## config.mk

```make
export PLATFORM = sky130hd
export DESIGN_NAME = float_div_iter
export DESIGN_NICKNAME = d
export VERILOG_FILES = /design/src/rtl/fdiv_pkg.sv /design/src/rtl/fdiv_mant_step.sv /design/src/rtl/float_div_iter.sv
export SDC_FILE = /design/constraint.sdc
export NUM_CORES = 1
export LEC_CHECK = 0
export ABC_CLOCK_PERIOD_IN_PS = 4200
export CAP_MARGIN = 0
export CORE_UTILIZATION = 53
export CTS_CLUSTER_SIZE = 8
export DETAILED_ROUTE_END_ITERATION = 8
export PLACE_DENSITY = 0.8
export SYNTH_ARGS = -nofsm -noshare
export SYNTH_HDL_FRONTEND = slang
export SYNTH_SLANG_ARGS = --single-unit
```

## constraint.sdc

```tcl
create_clock -name clk -period 4.2 [get_ports clk]
set_input_delay 0.84 -clock clk [delete_from_list [all_inputs] [get_ports clk]]
set_output_delay 0.84 -clock clk [all_outputs]
set_load 0.01 [all_outputs]
```

## src/rtl/fdiv_pkg.sv

```systemverilog
// Shared types and constants for the iterative single-precision divider.
package fdiv_pkg;

  typedef enum logic [1:0] {IDLE, DIV, ROUND, FIN} state_t;
  typedef enum logic [1:0] {ZERO, NORM, INF, NAN} fclass_t;

  localparam int          BIAS    = 127;
  localparam int          EXP_MAX = 255;
  localparam int          QBITS   = 26;
  localparam logic [31:0] QNAN    = 32'h7FC00000;
  localparam logic [31:0] POS_INF = 32'h7F800000;

  // Zero and denormal encodings both classify as ZERO (flush-to-zero).
  function automatic fclass_t classify(input logic [7:0] e, input logic [22:0] f);
    if (e == 8'd0)       return ZERO;
    else if (e == 8'hFF) return (f == '0) ? INF : NAN;
    else                 return NORM;
  endfunction

endpackage

```

## src/rtl/fdiv_mant_step.sv

```systemverilog
// One restoring division step: subtract divisor if it fits, then shift left.
module fdiv_mant_step
  import fdiv_pkg::*;
(
  input  logic [24:0] i_rem,
  input  logic [23:0] i_div,
  output logic [24:0] o_rem,
  output logic        o_q
);

  logic [25:0] w_diff;

  always_comb begin
    w_diff = {1'b0, i_rem} - {2'b00, i_div};
    o_q    = ~w_diff[25];
    // Whichever branch is kept is already below the divisor, so bit 24 is free for the shift.
    o_rem  = o_q ? {w_diff[23:0], 1'b0} : {i_rem[23:0], 1'b0};
  end

endmodule

```

## src/rtl/float_div_iter.sv

```systemverilog
// Iterative IEEE-754 single-precision divider with start/busy/done handshake.
// Optional build macro FDIV_RADIX4_EN retires two quotient bits per DIV cycle.
module float_div_iter
  import fdiv_pkg::*;
(
  input  logic        clk,
  input  logic        clr,
  input  logic        start,
  input  logic [31:0] input_a,
  input  logic [31:0] input_b,
  output logic        busy,
  output logic [31:0] output_z,
  output logic        exception,
  output logic        done
);

`ifdef FDIV_RADIX4_EN
  localparam logic [4:0] LAST_CNT = 5'(QBITS / 2 - 1);
`else
  localparam logic [4:0] LAST_CNT = 5'(QBITS - 1);
`endif
  localparam logic [9:0]        BIAS10  = 10'(BIAS);
  localparam logic signed [9:0] EXP_LIM = 10'(EXP_MAX);

  state_t            r_state, w_next;
  logic [24:0]       r_rem;
  logic [23:0]       r_div;
  logic [QBITS-1:0]  r_q;
  logic signed [9:0] r_exp;
  logic              r_sign, r_special, r_exc;
  logic [31:0]       r_res;
  logic [4:0]        r_cnt;

  fclass_t           w_ca, w_cb;
  logic              w_sign, w_special, w_sexc, w_lt;
  logic [31:0]       w_sres;
  logic [23:0]       w_ma, w_mb;
  logic [24:0]       w_rem0;
  logic [9:0]        w_exp_base;
  logic signed [9:0] w_exp0, w_exp_r;
  logic              w_up, w_rexc;
  logic [24:0]       w_mant;
  logic [22:0]       w_frac;
  logic [31:0]       w_rres;
  logic [24:0]       w_rem1;
  logic              w_q1;

  fdiv_mant_step u_step0 (.i_rem(r_rem), .i_div(r_div), .o_rem(w_rem1), .o_q(w_q1));

`ifdef FDIV_RADIX4_EN
  logic [24:0] w_rem2;
  logic        w_q2;
  fdiv_mant_step u_step1 (.i_rem(w_rem1), .i_div(r_div), .o_rem(w_rem2), .o_q(w_q2));
`endif

  // Operand classification and special-case result, in priority order.
  always_comb begin
    w_ca      = classify(input_a[30:23], input_a[22:0]);
    w_cb      = classify(input_b[30:23], input_b[22:0]);
    w_sign    = input_a[31] ^ input_b[31];
    w_special = 1'b1;
    w_sres    = '0;
    w_sexc    = 1'b0;
    if (w_ca == NAN)
      w_sres = input_a | 32'h0040_0000;
    else if (w_cb == NAN)
      w_sres = input_b | 32'h0040_0000;
    else if ((w_ca == ZERO && w_cb == ZERO) || (w_ca == INF && w_cb == INF)) begin
      w_sres = QNAN;
      w_sexc = 1'b1;
    end
    else if (w_ca == INF)
      w_sres = {w_sign, POS_INF[30:0]};
    else if (w_cb == INF)
      w_sres = {w_sign, 31'd0};
    else if (w_ca == ZERO)
      w_sres = {w_sign, 31'd0};
    else if (w_cb == ZERO) begin
      w_sres = {w_sign, POS_INF[30:0]};
      w_sexc = 1'b1;
    end
    else
      w_special = 1'b0;
  end

  // Pre-normalise so the quotient lands in [1,2).
  always_comb begin
    w_ma       = {1'b1, input_a[22:0]};
    w_mb       = {1'b1, input_b[22:0]};
    w_lt       = (w_ma < w_mb);
    w_exp_base = {2'b00, input_a[30:23]} - {2'b00, input_b[30:23]} + BIAS10;
    w_exp0     = w_lt ? (w_exp_base - 10'sd1) : w_exp_base;
    w_rem0     = w_lt ? {w_ma, 1'b0} : {1'b0, w_ma};
  end

  // Round to nearest even on q = {24 mantissa bits, guard, round} plus sticky.
  always_comb begin
    w_up    = r_q[1] & (r_q[0] | (|r_rem) | r_q[2]);
    w_mant  = {1'b0, r_q[QBITS-1:2]} + {24'd0, w_up};
    w_exp_r = r_exp + (w_mant[24] ? 10'sd1 : 10'sd0);
    w_frac  = w_mant[24] ? w_mant[23:1] : w_mant[22:0];
    w_rexc  = 1'b0;
    if (w_exp_r >= EXP_LIM) begin
      w_rres = {r_sign, POS_INF[30:0]};
      w_rexc = 1'b1;
    end
    else if (w_exp_r <= 10'sd0)
      w_rres = {r_sign, 31'd0};
    else
      w_rres = {r_sign, w_exp_r[7:0], w_frac};
  end

  always_ff @(posedge clk) begin
    if (clr) r_state <= IDLE;
    else     r_state <= w_next;
  end

  // Special operands also pass through ROUND, which leaves their result untouched.
  always_comb begin
    w_next = r_state;
    case (r_state)
      IDLE:    if (start) w_next = w_special ? ROUND : DIV;
      DIV:     if (r_cnt == LAST_CNT) w_next = ROUND;
      ROUND:   w_next = FIN;
      FIN:     w_next = IDLE;
      default: w_next = IDLE;
    endcase
  end

  always_ff @(posedge clk) begin
    if (clr) begin
      output_z  <= '0;
      exception <= 1'b0;
      done      <= 1'b0;
      r_rem     <= '0;
      r_div     <= '0;
      r_q       <= '0;
      r_exp     <= '0;
      r_sign    <= 1'b0;
      r_special <= 1'b0;
      r_exc     <= 1'b0;
      r_res     <= '0;
      r_cnt     <= '0;
    end
    else begin
      done <= 1'b0;
      case (r_state)
        IDLE: if (start) begin
          r_sign    <= w_sign;
          r_special <= w_special;
          r_res     <= w_sres;
          r_exc     <= w_sexc;
          r_div     <= w_mb;
          r_rem     <= w_rem0;
          r_exp     <= w_exp0;
          r_q       <= '0;
          r_cnt     <= '0;
        end
        DIV: begin
`ifdef FDIV_RADIX4_EN
          r_rem <= w_rem2;
          r_q   <= {r_q[QBITS-3:0], w_q1, w_q2};
`else
          r_rem <= w_rem1;
          r_q   <= {r_q[QBITS-2:0], w_q1};
`endif
          r_cnt <= r_cnt + 5'd1;
        end
        ROUND: if (!r_special) begin
          r_res <= w_rres;
          r_exc <= w_rexc;
        end
        FIN: begin
          output_z  <= r_res;
          exception <= r_exc;
          done      <= 1'b1;
        end
        default: ;
      endcase
    end
  end

  assign busy = (r_state != IDLE);

endmodule

```

After elaboration in Yosys (flattened, before gate mapping)
Index checks and enable logic that the tools add are counted.
- flip-flop bits (word level): 161
- output and inout port bits: 35
- word-level logic and storage cells: 110
- $add $sub $neg: 7
- $lt $le $gt $ge: 3
- equal/unequal tests: 13
- mux-type cells: 51
- bitwise operators: 5
- reductions and logical operators: 18
- operators by type and width (cell ; count):
    32-bit 2-to-1 mux ; 9
    25-bit 2-to-1 mux ; 3
    32-bit case mux with 2 select lines ; 1
    31-bit 2-to-1 mux ; 2
    26-bit case mux with 2 select lines ; 1
    25-bit case mux with 2 select lines ; 1
    23-bit zero test ; 2
    26-bit 2-to-1 mux ; 1
    25-bit by 24-bit subtractor with 26-bit output ; 1
    24-bit by 1-bit adder with 25-bit output ; 1
    25-bit OR reduction ; 1
    24-bit less-than comparator ; 1
    23-bit 2-to-1 mux ; 1
    1-bit 2-to-1 mux ; 20
    8-bit equality test, second input constant ; 2
    8-bit zero test ; 2
    2-bit 2-to-1 mux ; 7
    2-bit equality test, second input constant ; 6
    10-bit by 2-bit adder with 10-bit output ; 1
    9-bit by 8-bit adder with 10-bit output, second input constant ; 1
    10-bit by 9-bit greater-or-equal comparator with 1-bit output, second input constant ; 1
    10-bit by 1-bit <= comparator with 1-bit output, second input constant ; 1
    10-bit 2-to-1 mux ; 1
    5-bit case mux with 2 select lines ; 1
    19 further kinds ; 29

Longest topological paths before layout
- depth after elaboration: 15
- mapped depth: 17
- mapped depth without buffers: 16

By module
A second synthesis with hierarchy kept.
- cells, all modules: 1314
- area total of the unflattened synthesis: 10844.2 µm²
- by module, submodules not included (module ; instances ; cells an instance ; area each (µm²) ; sequential area each (µm²)):
    float_div_iter ; 1 ; 1065 ; 8939.8 ; 3223.1
    fdiv_mant_step ; 1 ; 249 ; 1904.3 ; 0.0

Worst setup path before layout
OpenSTA, ideal clock, no wires.
- path type: reg2reg
- from: register r_q[2]
- to: register r_res[10]
- setup time: 0.130 ns
- data arrival time: 3.762 ns
- data required time: 4.070 ns
- setup slack: 0.308 ns
- stages on the path, launching flop included: 17
- buffers on the path: 0
- clock period less this slack: 3.892 ns
- cell sequence: dfxtp_1 > and2_1 > ha_1 > nand4_1 > nor3_2 > nand2_1 > nor3_4 > ha_1 > ha_1 > xor2_1 > or3_1 > nor3_1 > a41oi_1 > o311ai_2 > nor2_2 > a31oi_4 > a21oi_1
- cells in the longest elaborated chain, start to end: 10
- elaborated cells between the ends (all ways): 12
- those cells by class: 2 x add/sub; 2 x order compare; 6 x mux; 2 x bitwise
- RTL lines (element ; RTL line ; text):
    start: declaration ; float_div_iter.sv:28 ; logic [QBITS-1:0] r_q;
    start signal: assignment ; float_div_iter.sv:165 ; r_q <= {r_q[QBITS-2:0], w_q1};
    1-bit OR ; float_div_iter.sv:98 ; w_up = r_q[1] & (r_q[0] | (|r_rem) | r_q[2]);
    1-bit AND ; float_div_iter.sv:98 ;
    24-bit by 1-bit adder with 25-bit output * ; float_div_iter.sv:99 ; w_mant = {1'b0, r_q[QBITS-1:2]} + {24'd0, w_up};
    1-bit 2-to-1 mux ; float_div_iter.sv:100 ; w_exp_r = r_exp + (w_mant[24] ? 10'sd1 : 10'sd0);
    10-bit by 2-bit adder with 10-bit output ; float_div_iter.sv:100 ;
    10-bit by 1-bit <= comparator with 1-bit output ; float_div_iter.sv:107 ; else if (w_exp_r <= 10'sd0)
    31-bit 2-to-1 mux ; float_div_iter.sv:107 ;
    31-bit 2-to-1 mux * ; float_div_iter.sv:103 ; if (w_exp_r >= EXP_LIM) begin
    32-bit 2-to-1 mux * ; float_div_iter.sv:169 ; ROUND: if (!r_special) begin
    32-bit case mux with 2 select lines * ; float_div_iter.sv:147 ; case (r_state)
    end signal: assignment ; float_div_iter.sv:151 ; r_res <= w_sres;
    end signal: assignment ; float_div_iter.sv:170 ; r_res <= w_rres;
    end: declaration ; float_div_iter.sv:31 ; logic [31:0] r_res;
Every way passes the cells marked *; elsewhere a longest branch is shown, timed or not. The select of a mux whose other input is x is not followed.
A chain may end at the register's enable or synchronous reset.

Worst setup path after layout
- from: register r_q[2]
- to: register r_res[22]
Same word-level chain as after synthesis.

==> impl_metrics.csv <==
group,metric,value,unit
cts,clock_path_buffers,2,
cts,worst_skew_pair.late_latency,0.43,ns
floorplanning,die_width,143.1,µm
sta,max_clock_freq,0.2520,GHz
drt,dr.first_iter.drc_count,1054,
yosys,synth_top_cell_by_area,"sky130_fd_sc_hd__dfxtp_1",
drt,avgRoutedWirePerCell,18.69,µm
cts,clkTransAtPathRegs,0.07,ns
yosys,yosys_warnings,0,
global_routing,grt_antenna_before_repair,0,
floorplanning,design.portCount,102,
finish,antennaDiodeCount,0,
finish,finish.net_count,1595,
sta,hold_ws,0.4549,ns
yosys,synth_largest_type_area_fraction,30.54,%
pwr,sw_frac_of_total,46.32,%
pwr,internal_power,4477,µW
global_routing,first_pass_grt_wire_length,51750,µm
global_routing,maximum_number_of_pins_on_one_net_before_global_route_repair,61,
floorplanning,die-height,143.1,µm
cts,numClockSinks,161,
placement,port_buffers,101,
cts,tritoncts,"done",
drt,via_per_inst,6.086,
worst_setup_path,crit_required,4.51,ns
floorplanning,die-area,20480,µm²
floorplanning,placeableCoreArea,19460,µm²
pwr,cellLeakagePower,0.004865,µW
cts,cts_root_buffer,"sky130_fd_sc_hd__clkbuf_16",
placement,gp_congestion,0.9666,
pwr,p_total,8340,µW
placement,detailed_place_hpwl,24070,µm
yosys,async_flop_share,0,%
cts,numCtsBuffers,17,
drt,drt-total-wl,32490,µm
yosys,yosys.cell_types.count,87,
pwr,power.clock.fraction,18.5,%
finish,area_growth,19.11,%
outcome,run_status,"finished, final reports clean",
run,max_cap_violations,0,
sta,post-route-min-period,3.969,ns
global_routing,grt-ovfl-total,0,
sta,timing.slew.headroom,26.53,%
yosys,synth_sequential_area_ratio,30.54,%
yosys,count_of_flip_flops_with_a_built_in_enable_after_synthesis,0,
global_routing,grt_use_total,32.46,%
worst_setup_path,largest_fanout_on_the_critical_path,5,
yosys,syn_area,10550,µm²
worst_setup_path,critical_path_class,"reg2reg",
global_routing,grt_pass1_vias,10040,
pwr,max-vdd-ir-drop,0.4473,mV
drt,ant_nets,0,
worst_setup_path,crit_path_end_kind,"flop",
yosys,yosys-top-cells-area,"sky130_fd_sc_hd__dfxtp_1, sky130_fd_sc_hd__ha_1, sky130_fd_sc_hd__a21oi_1",
sta,fin_skew,0.01064,ns
pwr,comb_power_share,55.1,%
sta,period_share,94.49,%
finish,share_of_layout_cells_above_drive_strength_1,8.622,%
yosys,synth_fp_nets,1501,
drt,remaining_drc_errors,0,
sta,finalSetupTns,0,ns
cts,htree_num_levels,4,
sta,slew_viol_final,0,
floorplanning,core.rowCount,51,
sta,setup_violators_final,0,
pwr,power_density,663.4,nW/µm²
yosys,ys_ff_latch,161,
yosys,cells_after_synthesis,1366,
yosys,synth.avg_cell_area,7.726,µm²
worst_setup_path,data_arrival_time_of_the_worst_path,4.28,ns
cts,cts.hold.buffers_added,0,
floorplanning,start_util,54.23,%
worst_setup_path,startpoint_type,"flop",
pwr,sequentialPowerShare,26.5,%
sta,timing_hold_violations_final,0,
min_path,min-delay-path-class,"reg2reg",
drt,via_count,10580,
pwr,netSwitchingPower,3863,µW
drt,drt_first_pass_iters,6,
yosys,synth_flop_cell,"sky130_fd_sc_hd__dfxtp_1",
sta,worstMarginPinSlew,1.102,ns
[through the flow]
| step | setup WS (ns) | util, % | cells | instance area [µm²] |
|---|---|---|---|---|
| 6_report | 0.2313 | 64.59 | 1738 | 12570 |
| 5_1_grt | -0.01237 | 64.59 | 1738 | 12570 |
| 4_1_cts | 0.05910 | 64.31 | 1736 | 12520 |
| 3_5_place_dp | 0.1382 | 61.34 | 1704 | 11940 |
| 3_3_place_gp | 0.2963 | 61.34 | 1704 | 11940 |
| 2_1_floorplan | 0.3080 | - | 1366 | 10550 |
[synth_stat cells, types with 3 or more instances]
cell,count
sky130_fd_sc_hd__a211oi_1,11
sky130_fd_sc_hd__a21o_1,10
sky130_fd_sc_hd__a21oi_1,137
sky130_fd_sc_hd__a221oi_1,3
sky130_fd_sc_hd__a22oi_1,22
sky130_fd_sc_hd__a311oi_1,3
sky130_fd_sc_hd__a31o_2,4
sky130_fd_sc_hd__a31oi_1,13
sky130_fd_sc_hd__a41oi_1,3
sky130_fd_sc_hd__and2_1,6
sky130_fd_sc_hd__and3_1,11
sky130_fd_sc_hd__and4_1,5
sky130_fd_sc_hd__buf_2,6
sky130_fd_sc_hd__buf_4,3
sky130_fd_sc_hd__clkbuf_1,57
sky130_fd_sc_hd__dfxtp_1,161
sky130_fd_sc_hd__ha_1,66
sky130_fd_sc_hd__inv_1,82
sky130_fd_sc_hd__mux2_2,5
sky130_fd_sc_hd__mux2i_1,59
sky130_fd_sc_hd__nand2_1,163
sky130_fd_sc_hd__nand2b_1,12
sky130_fd_sc_hd__nand3_1,66
sky130_fd_sc_hd__nand4_1,24
sky130_fd_sc_hd__nor2_1,123
sky130_fd_sc_hd__nor2b_1,9
sky130_fd_sc_hd__nor3_1,33
sky130_fd_sc_hd__nor3_2,3
sky130_fd_sc_hd__nor3_4,3
sky130_fd_sc_hd__nor4_1,22
sky130_fd_sc_hd__o2111ai_1,3
sky130_fd_sc_hd__o211a_1,5
sky130_fd_sc_hd__o211ai_1,9
sky130_fd_sc_hd__o21a_1,9
sky130_fd_sc_hd__o21ai_0,74
sky130_fd_sc_hd__o221ai_1,11
sky130_fd_sc_hd__o311ai_0,3
sky130_fd_sc_hd__o31a_1,3
sky130_fd_sc_hd__o31ai_1,4
sky130_fd_sc_hd__or2_2,5
sky130_fd_sc_hd__xnor2_1,38
sky130_fd_sc_hd__xor2_1,19
[per-layer routing]
metal	up-vias	part of all wire (%)	global-route usage, %
li1	5092	-	-
met1	4858	42	41.68
met2	536	45	52.12
met3	92	9.0	5.533
met4	0	4.2	16.75
met5	-	0	0
[sequential cells by signal, summed over array words and instances (netlist names), 2 cells and up]
signal and cells:
r_exp 10, r_rem 25, r_state 2, r_div 24, r_q 26, r_res 32, r_cnt 5, output_z 32
[what timing repair did]
item                                   CTS  global route
setup endpoints to repair                0            23
resized for setup                        0             7
buffers inserted                         0             2
endpoints found under the hold margin    0             0
[cell usage in the layout (no fill, tap or decap), types with 31 or more instances in the layout]
cell and count:
sky130_fd_sc_hd__nand2_1 163, sky130_fd_sc_hd__dfxtp_1 161, sky130_fd_sc_hd__a21oi_1 136, sky130_fd_sc_hd__nor2_1 122, sky130_fd_sc_hd__clkdlybuf4s50_1 100, sky130_fd_sc_hd__inv_1 82
sky130_fd_sc_hd__o21ai_0 73, sky130_fd_sc_hd__nand3_1 65, sky130_fd_sc_hd__ha_1 64, sky130_fd_sc_hd__mux2i_1 59, sky130_fd_sc_hd__buf_4 44, sky130_fd_sc_hd__xnor2_1 37
sky130_fd_sc_hd__nor3_1 31
[final timing paths]
kind                            cells after the start        end  slack (ns)      start
worst max-delay path                               17  r_res[22]        0.23     r_q[2]
worst min-delay path                                2  r_div[18]        0.45  r_div[18]
worst max register to register                     17  r_res[22]        0.23     r_q[2]
worst min register to register                      2  r_div[18]        0.45  r_div[18]
[worst max-delay path, cell delays in order (launching register included)]
cell and delay (ns):
sky130_fd_sc_hd__dfxtp_1 0.39, sky130_fd_sc_hd__and2_1 0.18, sky130_fd_sc_hd__ha_1 0.22, sky130_fd_sc_hd__nand4_1 0.20, sky130_fd_sc_hd__nor3_2 0.28, sky130_fd_sc_hd__nand2_1 0.15
sky130_fd_sc_hd__nor3_4 0.22, sky130_fd_sc_hd__ha_1 0.23, sky130_fd_sc_hd__ha_2 0.24, sky130_fd_sc_hd__xor2_1 0.10, sky130_fd_sc_hd__or3_1 0.33, sky130_fd_sc_hd__nor3_2 0.17
sky130_fd_sc_hd__a41oi_2 0.19, sky130_fd_sc_hd__o311ai_4 0.40, sky130_fd_sc_hd__nor2_2 0.14, sky130_fd_sc_hd__a31oi_4 0.16, sky130_fd_sc_hd__buf_4 0.16, sky130_fd_sc_hd__a21oi_1 0.08
[power by group through the flow]
stage               clock network, µW  registers, µW  logic, µW
global placement                    0           2220       4310
detailed placement                  0           2220       4390
finish                           1540           2210       4590
global route                     1620           2240       4980
floorplan                           0           2090       3330
CTS                              1560           2190       4450
[cell families (layout without fill, tap and decap cells)]
kind of cell / after synthesis / in the layout / synth area share, %
AO/OA/AOI/OAI: 363 / 363 / 22.12
XOR/XNOR: 57 / 57 / 4.730
adder cells (fa/ha/maj): 68 / 68 / 8.204
buffers and inverters: 151 / 258 / 5.620
flip-flops: 161 / 161 / 30.54
multiplexers: 64 / 64 / 6.129
AND/OR/NAND/NOR: 502 / 502 / 22.66
[final cells by class]
type	instances	area, µm²
repair buffers	144	1331
well taps	265	331.6
multi-input cells	1054	6799
inverters	82	307.8
clock inverters	12	111.4
fillers	1658	6892
flip-flops and latches	161	3223
clock buffers	20	466.7
No activity file was read; power rests on OpenSTA's default activity.
